<file path="config.mk">
export PLATFORM = sky130hd
export DESIGN_NAME = wb_stage_slice
export DESIGN_NICKNAME = d
export VERILOG_FILES = /design/src/rtl/wb_stage_slice.sv
export SDC_FILE = /design/constraint.sdc
export NUM_CORES = 1
export LEC_CHECK = 0
export ABC_AREA = 1
export CORE_MARGIN = 2
export CORE_UTILIZATION = 36
export CTS_CLUSTER_SIZE = 40
export DETAILED_ROUTE_END_ITERATION = 8
export MAX_ROUTING_LAYER = met4
export PLACE_DENSITY_LB_ADDON = 0.08
export SETUP_SLACK_MARGIN = 0.1
export SKIP_CTS_REPAIR_TIMING = 1
export SYNTH_ARGS = -nofsm -noshare
export SYNTH_HDL_FRONTEND = slang
export SYNTH_SLANG_ARGS = --single-unit
</file>
<file path="constraint.sdc">
create_clock -name clk_i -period 1.4 [get_ports clk_i]
set_input_delay 0.28 -clock clk_i [delete_from_list [all_inputs] [get_ports clk_i]]
set_output_delay 0.28 -clock clk_i [all_outputs]
set_load 0.02 [all_outputs]
</file>
<file path="src/rtl/wb_stage_slice.sv">
// Wishbone register slice: registered request path, optional registered response path.
// Optional slave no-ack timeout enabled by defining WB_STAGE_TMO_EN.
module wb_stage_slice #(
  parameter int DW      = 32,
  parameter int AW      = 32,
  parameter int BLW     = 10,
  parameter int TIDW    = 4,
  parameter int RSP_REG = 1,
  parameter int TMO_CYC = 256
) (
  input  logic              clk_i,
  input  logic              rst_n,
  input  logic [DW-1:0]     m_wbd_dat_i,
  input  logic [AW-1:0]     m_wbd_adr_i,
  input  logic [DW/8-1:0]   m_wbd_sel_i,
  input  logic [BLW-1:0]    m_wbd_bl_i,
  input  logic              m_wbd_bry_i,
  input  logic              m_wbd_we_i,
  input  logic              m_wbd_cyc_i,
  input  logic              m_wbd_stb_i,
  input  logic [TIDW-1:0]   m_wbd_tid_i,
  output logic [DW-1:0]     m_wbd_dat_o,
  output logic              m_wbd_ack_o,
  output logic              m_wbd_lack_o,
  output logic              m_wbd_err_o,
  input  logic [DW-1:0]     s_wbd_dat_i,
  input  logic              s_wbd_ack_i,
  input  logic              s_wbd_lack_i,
  input  logic              s_wbd_err_i,
  output logic [DW-1:0]     s_wbd_dat_o,
  output logic [AW-1:0]     s_wbd_adr_o,
  output logic [DW/8-1:0]   s_wbd_sel_o,
  output logic [BLW-1:0]    s_wbd_bl_o,
  output logic              s_wbd_bry_o,
  output logic              s_wbd_we_o,
  output logic              s_wbd_cyc_o,
  output logic              s_wbd_stb_o,
  output logic [TIDW-1:0]   s_wbd_tid_o
);

  typedef enum logic [1:0] {IDLE, ACTIVE, REFILL, DRAIN} state_t;

  state_t state, state_nxt;
  logic   refill_hold, refill_hold_nxt;
  logic   load_req, load_beat, clr_bry, clr_req;
  logic   end_xfer, busy;
  logic   tmo_hit, tmo_err;

  if (TMO_CYC < 2) begin : g_bad_tmo
    $error("wb_stage_slice: TMO_CYC must be at least 2");
  end

  assign busy     = (state == ACTIVE) || (state == REFILL);
  assign end_xfer = s_wbd_lack_i || s_wbd_err_i || tmo_hit;

  always_ff @(posedge clk_i or negedge rst_n) begin
    if (!rst_n) begin
      state       <= IDLE;
      refill_hold <= 1'b0;
    end else begin
      // NOTE: every clocked assignment is non-blocking so all flops update from pre-edge values.
      state       <= state_nxt;
      refill_hold <= refill_hold_nxt;
    end
  end

  always_comb begin
    // NOTE: defaults first so no path through the case leaves a signal unassigned (no latches).
    state_nxt       = state;
    refill_hold_nxt = 1'b0;
    load_req        = 1'b0;
    load_beat       = 1'b0;
    clr_bry         = 1'b0;
    clr_req         = 1'b0;
    unique case (state)
      IDLE: begin
        if (m_wbd_stb_i && m_wbd_cyc_i && m_wbd_bry_i) begin
          load_req  = 1'b1;
          state_nxt = ACTIVE;
        end
      end
      ACTIVE: begin
        if (end_xfer) begin
          clr_req   = 1'b1;
          state_nxt = (RSP_REG != 0) ? DRAIN : IDLE;
        end else if (s_wbd_ack_i) begin
          clr_bry         = 1'b1;
          refill_hold_nxt = (RSP_REG != 0);
          state_nxt       = REFILL;
        end
      end
      REFILL: begin
        // With a registered response the master sees the ack one cycle late, so skip that cycle.
        if (end_xfer) begin
          clr_req   = 1'b1;
          state_nxt = (RSP_REG != 0) ? DRAIN : IDLE;
        end else if (!refill_hold && m_wbd_stb_i && m_wbd_bry_i) begin
          load_beat = 1'b1;
          state_nxt = ACTIVE;
        end
      end
      DRAIN: state_nxt = IDLE;
      default: state_nxt = IDLE;
    endcase
  end

  always_ff @(posedge clk_i or negedge rst_n) begin
    if (!rst_n) begin
      s_wbd_dat_o <= '0;
      s_wbd_adr_o <= '0;
      s_wbd_sel_o <= '0;
      s_wbd_bl_o  <= '0;
      s_wbd_bry_o <= 1'b0;
      s_wbd_we_o  <= 1'b0;
      s_wbd_cyc_o <= 1'b0;
      s_wbd_stb_o <= 1'b0;
      s_wbd_tid_o <= '0;
    end else if (load_req) begin
      s_wbd_dat_o <= m_wbd_dat_i;
      s_wbd_adr_o <= m_wbd_adr_i;
      s_wbd_sel_o <= m_wbd_sel_i;
      s_wbd_bl_o  <= m_wbd_bl_i;
      s_wbd_bry_o <= 1'b1;
      s_wbd_we_o  <= m_wbd_we_i;
      s_wbd_cyc_o <= 1'b1;
      s_wbd_stb_o <= 1'b1;
      s_wbd_tid_o <= m_wbd_tid_i;
    end else if (clr_req) begin
      s_wbd_dat_o <= '0;
      s_wbd_adr_o <= '0;
      s_wbd_sel_o <= '0;
      s_wbd_bl_o  <= '0;
      s_wbd_bry_o <= 1'b0;
      s_wbd_we_o  <= 1'b0;
      s_wbd_cyc_o <= 1'b0;
      s_wbd_stb_o <= 1'b0;
      s_wbd_tid_o <= '0;
    end else if (clr_bry) begin
      s_wbd_bry_o <= 1'b0;
    end else if (load_beat) begin
      s_wbd_dat_o <= m_wbd_dat_i;
      s_wbd_sel_o <= m_wbd_sel_i;
      s_wbd_bry_o <= 1'b1;
    end
  end

`ifdef WB_STAGE_TMO_EN
  localparam int TW = $clog2(TMO_CYC);

  logic [TW-1:0] tmo_cnt;

  // Any slave ack restarts the window; an ack on the terminal cycle beats the timeout.
  assign tmo_hit = busy && !s_wbd_ack_i && (tmo_cnt == TW'(TMO_CYC - 1));

  always_ff @(posedge clk_i or negedge rst_n) begin
    if (!rst_n) begin
      tmo_cnt <= '0;
      tmo_err <= 1'b0;
    end else begin
      tmo_err <= tmo_hit;
      if (!busy || s_wbd_ack_i || tmo_hit) tmo_cnt <= '0;
      else                                 tmo_cnt <= tmo_cnt + 1'b1;
    end
  end
`else
  assign tmo_hit = 1'b0;
  assign tmo_err = 1'b0;
`endif

  if (RSP_REG != 0) begin : g_rsp_reg
    logic err_q;

    always_ff @(posedge clk_i or negedge rst_n) begin
      if (!rst_n) begin
        m_wbd_dat_o  <= '0;
        m_wbd_ack_o  <= 1'b0;
        m_wbd_lack_o <= 1'b0;
        err_q        <= 1'b0;
      end else begin
        m_wbd_dat_o  <= s_wbd_dat_i;
        m_wbd_ack_o  <= s_wbd_ack_i;
        m_wbd_lack_o <= s_wbd_lack_i;
        err_q        <= s_wbd_err_i;
      end
    end

    assign m_wbd_err_o = err_q | tmo_err;
  end else begin : g_rsp_byp
    assign m_wbd_dat_o  = s_wbd_dat_i;
    assign m_wbd_ack_o  = s_wbd_ack_i;
    assign m_wbd_lack_o = s_wbd_lack_i;
    assign m_wbd_err_o  = s_wbd_err_i | tmo_err;
  end

endmodule

</file>
==> metrics.md, run 1 <==
| Metric | Value |
|---|---|
| Outcome | complete, but fails checks |
| Failing checks | negative setup slack |
| Maxcap violations | 0 |
| Maximum clock path buffer count | 2 |
| Setup CP Type | flop to flop |
| Final-layout fill cell count | 1070 |
| Root Buffer | clkbuf_16 |
| Core area | 13100 um^2 |
| Synth top area share | 64.1% |
| Nets@finish | 885 |
| Slowest stage delay, CP | 380 ps |
| Min Tclk post-route | 1550 ps |
| P_sw | 6.31 mW |
| DP Cell Count | 907 |
| DR pass1 iterations | 5 |
| Port bufs | 243 |
| Worst path required time | 1690 ps |
| Flop pwr share | 28.7% |
| Slew Limit Headroom | 75.7% |
| Worst hold path type | input port to async pin |
| Top post-synthesis cells by area | dfrtp_1, nand2_1, a21boi_0, nand3_1, buf_4 |
| Power per cell area | 2080 nW/um^2 |
| Startpoint types | flop |
| Number of remaining DRC errors | 0 |
| Initial core utilization | 36.5% |
| Net Count, Synth | 616 |
| Tcrit/Tclk final | 111% |
| Sequential fraction of the synthesis area | 64.1% |
| Fmax | 644 MHz |
| Power, Total | 17.3 mW |
| CP Cell Sequence | inv_2 -> ha_4 -> inv_4 -> nor2_4 -> nor2_4 -> buf_12 -> nand2_8 -> buf_12 -> nand2_1 -> nand2_1 |
| Die area | 14300 um^2 |
| Leak | 4.68 nW |
| First-pass GRT wire length | 21600 um |
| RSZ-0062 raised after global routing | true |
| Count of cell types in the netlist | 20 |
| HPWL after detailed placement | 9730 um |
| Total congestion overflow | 0 |
| # setup viols final | 84 |
| Site Rows | 42 |
| Sum Neg Setup Slack | -7750 ps |
| Switching Share | 36.5% |
| CTS tree | done |
| Crit path arrival time | 1850 ps |
| Vias in the first global route | 4199 |
| Clock power frac | 28.3% |
| CP endpoint kind | flop |
| Initial antenna violation count | 0 |
| Dominant cell type by area after synthesis | dfrtp_1 |
| Final worst slack | -152 ps |
| Syn avg cell area | 9.82 um^2 |
| CP max-delay cell | dfrtp_1 |
| Starting DRT DRC Count | 203 |
| Fin cells | 947 |
| Largest net degree at the start of global routing | 66 |
| Syn Inst Count | 489 |
| GPL Wtd Cong | 0.779 |
| CTS buffer count | 17 |
| CP max FO | 18 |
| Synth Cell Area | 4800 um^2 |
| Warnings, synthesis | 0 |
| Comb power frac | 43.0% |
| Fin Hold WS | 221 ps |
| Layout cells sized above 1 | 25.0% |
| Max-slew violation count | 0 |
| CTS H-Tree Depth | 4 |
| Worst path bufs/invs | 4 |
| I/O Pins | 244 |
| Skew final | 8.11 ps |
| Max VDD drop | 1.26 mV |
| Yosys reg bits | 123 |
| Die Y | 119 um |
| Worst skew pair latency | 410 ps |
| Wirelength per Cell | 15.2 um |
| DR vias/cell | 4.61 |
| DRT antenna net count | 0 |
| Clock sink count | 123 |
| Final hold vios | 0 |
| DRT Wirelength | 14400 um |
| Reg clk slew, reported paths | 50 ps |
| CP top delay family | buffers and inverters |
| GRT Util Overall | 20.1% |
| Worst slew pin tran | 364 ps |
| N_diodes | 0 |
| Int Pwr | 11.0 mW |
| Via count | 4368 |
| Die X | 119 um |
| Area grow syn2layout | 73.5% |
cells by family after synthesis:
group | share of synthesized area (%)
AOI/OAI and AO/OA | 5.84
DFF | 64.1
and+or+nand+nor | 24.6
adders and majority gates | 1.04
buffers and inverters | 4.38
placed cells by master (no fill, tap or decap), types with 7 or more instances in the layout:
cell | synthesis | routed
a21boi_0 | 31 | 13
a21boi_1 | 5 | 23
buf_12 | 0 | 10
buf_4 | 13 | 20
clkbuf_16 | 0 | 20
clkbuf_2 | 1 | 76
clkdlybuf4s50_1 | 0 | 121
dfrtp_1 | 123 | 123
dlymetal6s2s_1 | 0 | 45
inv_1 | 10 | 7
nand2_1 | 227 | 200
nand2_2 | 1 | 21
nand2_4 | 2 | 8
nand3_1 | 43 | 34
nand3_2 | 1 | 10
worst paths after layout:
path                                 start               to  slack, ps  depth (start not counted)
max in group asynchronous            rst_n  m_wbd_dat_o[31]        640                          3
min reg2reg                s_wbd_adr_o[26]  s_wbd_adr_o[26]        460                          2
min in group clk_i         s_wbd_dat_i[24]  m_wbd_dat_o[24]        310                          1
min                                  rst_n  s_wbd_adr_o[11]        220                          2
max                               state[0]   s_wbd_dat_o[1]       -150                         10
max reg2reg                       state[0]   s_wbd_dat_o[1]       -150                         10
worst reg2reg max path, delay by kind of cell, from the launching register on:
family / cells / cell delay (ps)
and+or+nand+nor: 5 / 380
buffers and inverters: 4 / 460
adders and majority gates: 1 / 210
DFF: 1 / 380
area by class of cell:
type / instances / area (um^2) / share of cell area [%]
inverter: 10 / 40.0 / 0.481
clock inverter: 12 / 219 / 2.63
clock buffer: 20 / 447 / 5.36
timing repair buffer: 279 / 2630 / 31.6
sequential: 123 / 3080 / 37.0
multi-input combinational: 327 / 1700 / 20.4
tap: 176 / 220 / 2.64
layer usage:
metal  up-vias  global-route usage (%)  part of all wire [%]
li1       2081                       -                     -
met1      2078                    24.6                    40
met2       191                    31.3                    50
met3        18                    6.42                   8.3
met4         0                    7.35                   1.6
met5         -                       -                     0
sequential cells by signal (all words and copies together) (netlist names):
name,cells
s_wbd_dat_o,32
s_wbd_adr_o,32
s_wbd_we_o,1
s_wbd_stb_o,1
s_wbd_sel_o,4
refill_hold,1
m_wbd_ack_o,1
m_wbd_dat_o,32
s_wbd_bry_o,1
state,2
s_wbd_tid_o,4
s_wbd_bl_o,10
m_wbd_lack_o,1
m_wbd_err_o,1
Yosys cell counts:
master,instances
nand3b_1,1
nand2_2,1
nor2_2,2
o21ai_0,2
nor2_4,3
nand3_1,43
nand3_2,1
dfrtp_1,123
nand2_1,227
ha_1,4
nor2_1,4
nand4_1,1
a21boi_0,31
buf_2,11
clkbuf_2,1
inv_1,10
a21boi_1,5
clkbuf_1,4
buf_4,13
nand2_4,2
power by group through the flow:
| stage | clock, mW | combinational, mW | sequential, mW |
|---|---|---|---|
| CTS | 5.01 | 7.13 | 4.96 |
| global placement | 0 | 7.01 | 4.97 |
| finish | 4.90 | 7.44 | 4.96 |
| floorplan | 0 | 2.95 | 5.99 |
| detailed placement | 0 | 7.10 | 5.00 |
| global route | 5.21 | 8.04 | 5.06 |
through the flow:
stage / utilization, % / setup slack, ps / instance area, um^2
after floorplan: - / -16.1 / 4910
after global placement: 58.3 / -345 / 7660
after detailed placement: 58.3 / -387 / 7660
after CTS: 63.4 / -314 / 8320
after global routing: 63.4 / -223 / 8330
final: 63.4 / -152 / 8330
(Power assumes the default switching activity.)
==> run 2: changes to the inputs <==
--- a/config.mk
+++ b/config.mk
@@ -10,7 +10,7 @@
 export CORE_UTILIZATION = 36
 export CTS_CLUSTER_SIZE = 40
 export DETAILED_ROUTE_END_ITERATION = 8
-export MAX_ROUTING_LAYER = met4
+export GPL_ROUTABILITY_DRIVEN = 0
 export PLACE_DENSITY_LB_ADDON = 0.08
 export SETUP_SLACK_MARGIN = 0.1
 export SKIP_CTS_REPAIR_TIMING = 1
==> metrics.md, run 2 (synthesis gave the netlist of run 1 again) <==
| Metric | Value |
|---|---|
| Clock sink count | 123 (unchanged) |
| Outcome | complete, but fails checks (unchanged) |
| Nets@finish | 885 (unchanged) |
| Worst r2r path cells | 10 (unchanged) |
| Power per cell area | 2080 nW/um^2 (about the same) |
| # setup viols final | 84 (unchanged) |
| Commonest non-fill, non-tap cell in the layout | nand2_1 (unchanged) |
| Starting DRT DRC Count | 206 (was 203) |
| FF-to-FF setup slack | -150 ps (about the same) |
| CP endpoint kind | flop (unchanged) |
| CTS H-Tree Depth | 4 (unchanged) |
| DP Worst Slack | -387 ps (unchanged) |
| Worst r2r src | state[0] (unchanged) |
| Critical R2R Capture | s_wbd_dat_o[1] (unchanged) |
| Final worst slack | -155 ps (was -152 ps) |
| Maxcap violations | 0 (unchanged) |
| First-pass GRT wire length | 21600 um (about the same) |
| Critical Path Start | state[0] (unchanged) |
| Crit path arrival time | 1850 ps (about the same) |
| HPWL after detailed placement | 9730 um (unchanged) |
| Final hold vios | 0 (unchanged) |
| RSZ-0062 raised after global routing | true (unchanged) |
| Core Util, Final | 63.4% (unchanged) |
| Final instance area | 8330 um^2 (unchanged) |
| Root Buffer | clkbuf_16 (unchanged) |
| Die X | 119 um (unchanged) |
| Biggest regs | m_wbd_dat_o x32, s_wbd_adr_o x32, s_wbd_dat_o x32 (unchanged) |
| Die area | 14300 um^2 (unchanged) |
| Core area | 13100 um^2 (unchanged) |
| Failing checks | negative setup slack (unchanged) |
| I/O Pins | 244 (unchanged) |
| Initial antenna violation count | 0 (unchanged) |
| Tcrit/Tclk final | 111% (about the same) |
| Worst slew pin tran | 358 ps (was 364 ps) |
| Area grow syn2layout | 73.5% (unchanged) |
| Worst Setup EP | s_wbd_dat_o[1] (unchanged) |
| Port bufs | 243 (unchanged) |
| Number of remaining DRC errors | 0 (unchanged) |
| Max VDD drop | 1.26 mV (about the same) |
| GRT Util Overall | 19.5% (was 20.1%) |
| Max-slew violation count | 0 (unchanged) |
| Vias in the first global route | 4188 (was 4199) |
| Worst path required time | 1690 ps (about the same) |
| Leak | 4.68 nW (unchanged) |
| Die Y | 119 um (unchanged) |
| Final-layout fill cell count | 1070 (unchanged) |
| Min Tclk post-route | 1550 ps (about the same) |
| Site Rows | 42 (unchanged) |
| Reg clk slew, reported paths | 50 ps (about the same) |
| Largest net degree at the start of global routing | 66 (unchanged) |
| Worst hold path type | input port to async pin (unchanged) |
| Layout cells sized above 1 | 25.0% (unchanged) |
| Fmax | 643 MHz (was 644 MHz) |
| Total congestion overflow | 0 (unchanged) |
| Initial core utilization | 36.5% (unchanged) |
| Slew Limit Headroom | 76.1% (was 75.7%) |
| Maximum clock path buffer count | 2 (unchanged) |
| CTS buffer count | 17 (unchanged) |
| Placed inst area | 7660 um^2 (unchanged) |
| DR pass1 iterations | 8 (was 5) |
| CTS tree | done (unchanged) |
| DRT antenna net count | 0 (unchanged) |
| Most frequent cells in the layout | nand2_1, dfrtp_1, clkdlybuf4s50_1 (unchanged) |
| N_diodes | 0 (unchanged) |
| Skew final | 9.32 ps (was 8.11 ps) |
| DR vias/cell | 4.59 (was 4.61) |
| DRT Wirelength | 14300 um (was 14400 um) |
| Startpoint types | flop (unchanged) |
| Worst skew pair latency | 410 ps (about the same) |
| Via count | 4351 (was 4368) |
| Setup CP Type | flop to flop (unchanged) |
| Reg area | 3080 um^2 (unchanged) |
| Power, Total | 17.3 mW (about the same) |
| Wirelength per Cell | 15.2 um (about the same) |
| Area of the multi-input gates | 1700 um^2 (unchanged) |
| CP max FO | 18 (unchanged) |
## run 2: worst max-delay path, cell delays in order (launching register included)
cell	delay (ps)
dfrtp_1	380
inv_2	100
ha_4	210
inv_4	60
nor2_4	40
nor2_4	140
buf_12	140
nand2_8	80
buf_12	160
nand2_1	70
nand2_1	50
## run 2: power by group
part	total, mW	internal, mW	switching [mW]
clock network	4.90	3.38	1.52
logic	7.43	3.16	4.27
registers	4.96	4.45	0.504
## run 2: worst min-delay path by stage
stage | slack, ps | from | depth (start not counted) | end
2_1_floorplan | -20 | rst_n | 0 | m_wbd_ack_o
3_3_place_gp | 90 | rst_n | 1 | s_wbd_adr_o[11]
5_1_grt | 210 | rst_n | 2 | s_wbd_adr_o[11]
4_1_cts | -340 | rst_n | 1 | s_wbd_adr_o[11]
3_5_place_dp | 90 | rst_n | 1 | s_wbd_adr_o[11]
6_report | 220 | rst_n | 2 | s_wbd_adr_o[11]
## run 2: layout make-up
cell class              instances  area share (%)
clock buffers                  20            5.36
clock inverters                12            2.63
inverters                      10           0.481
multi-input cells             327            20.4
flip-flops and latches        123            37.0
well taps                     176            2.64
repair buffers                279            31.6
## run 2: through the flow
step / TNS [ps] / hold WS [ps] / cells
after floorplan: -958 / -15.6 / 489
after global placement: -26510 / 89.0 / 907
after detailed placement: -29660 / 89.0 / 907
after CTS: -37440 / -342 / 939
after global routing: -14050 / 205 / 947
final: -7840 / 223 / 947
## run 2: layer usage
metal / share of wire (%) / global-route usage, %
met1: 40 / 24.2
met2: 49 / 31.3
met3: 8.7 / 6.85
met4: 1.6 / 7.35
met5: 0 / 0
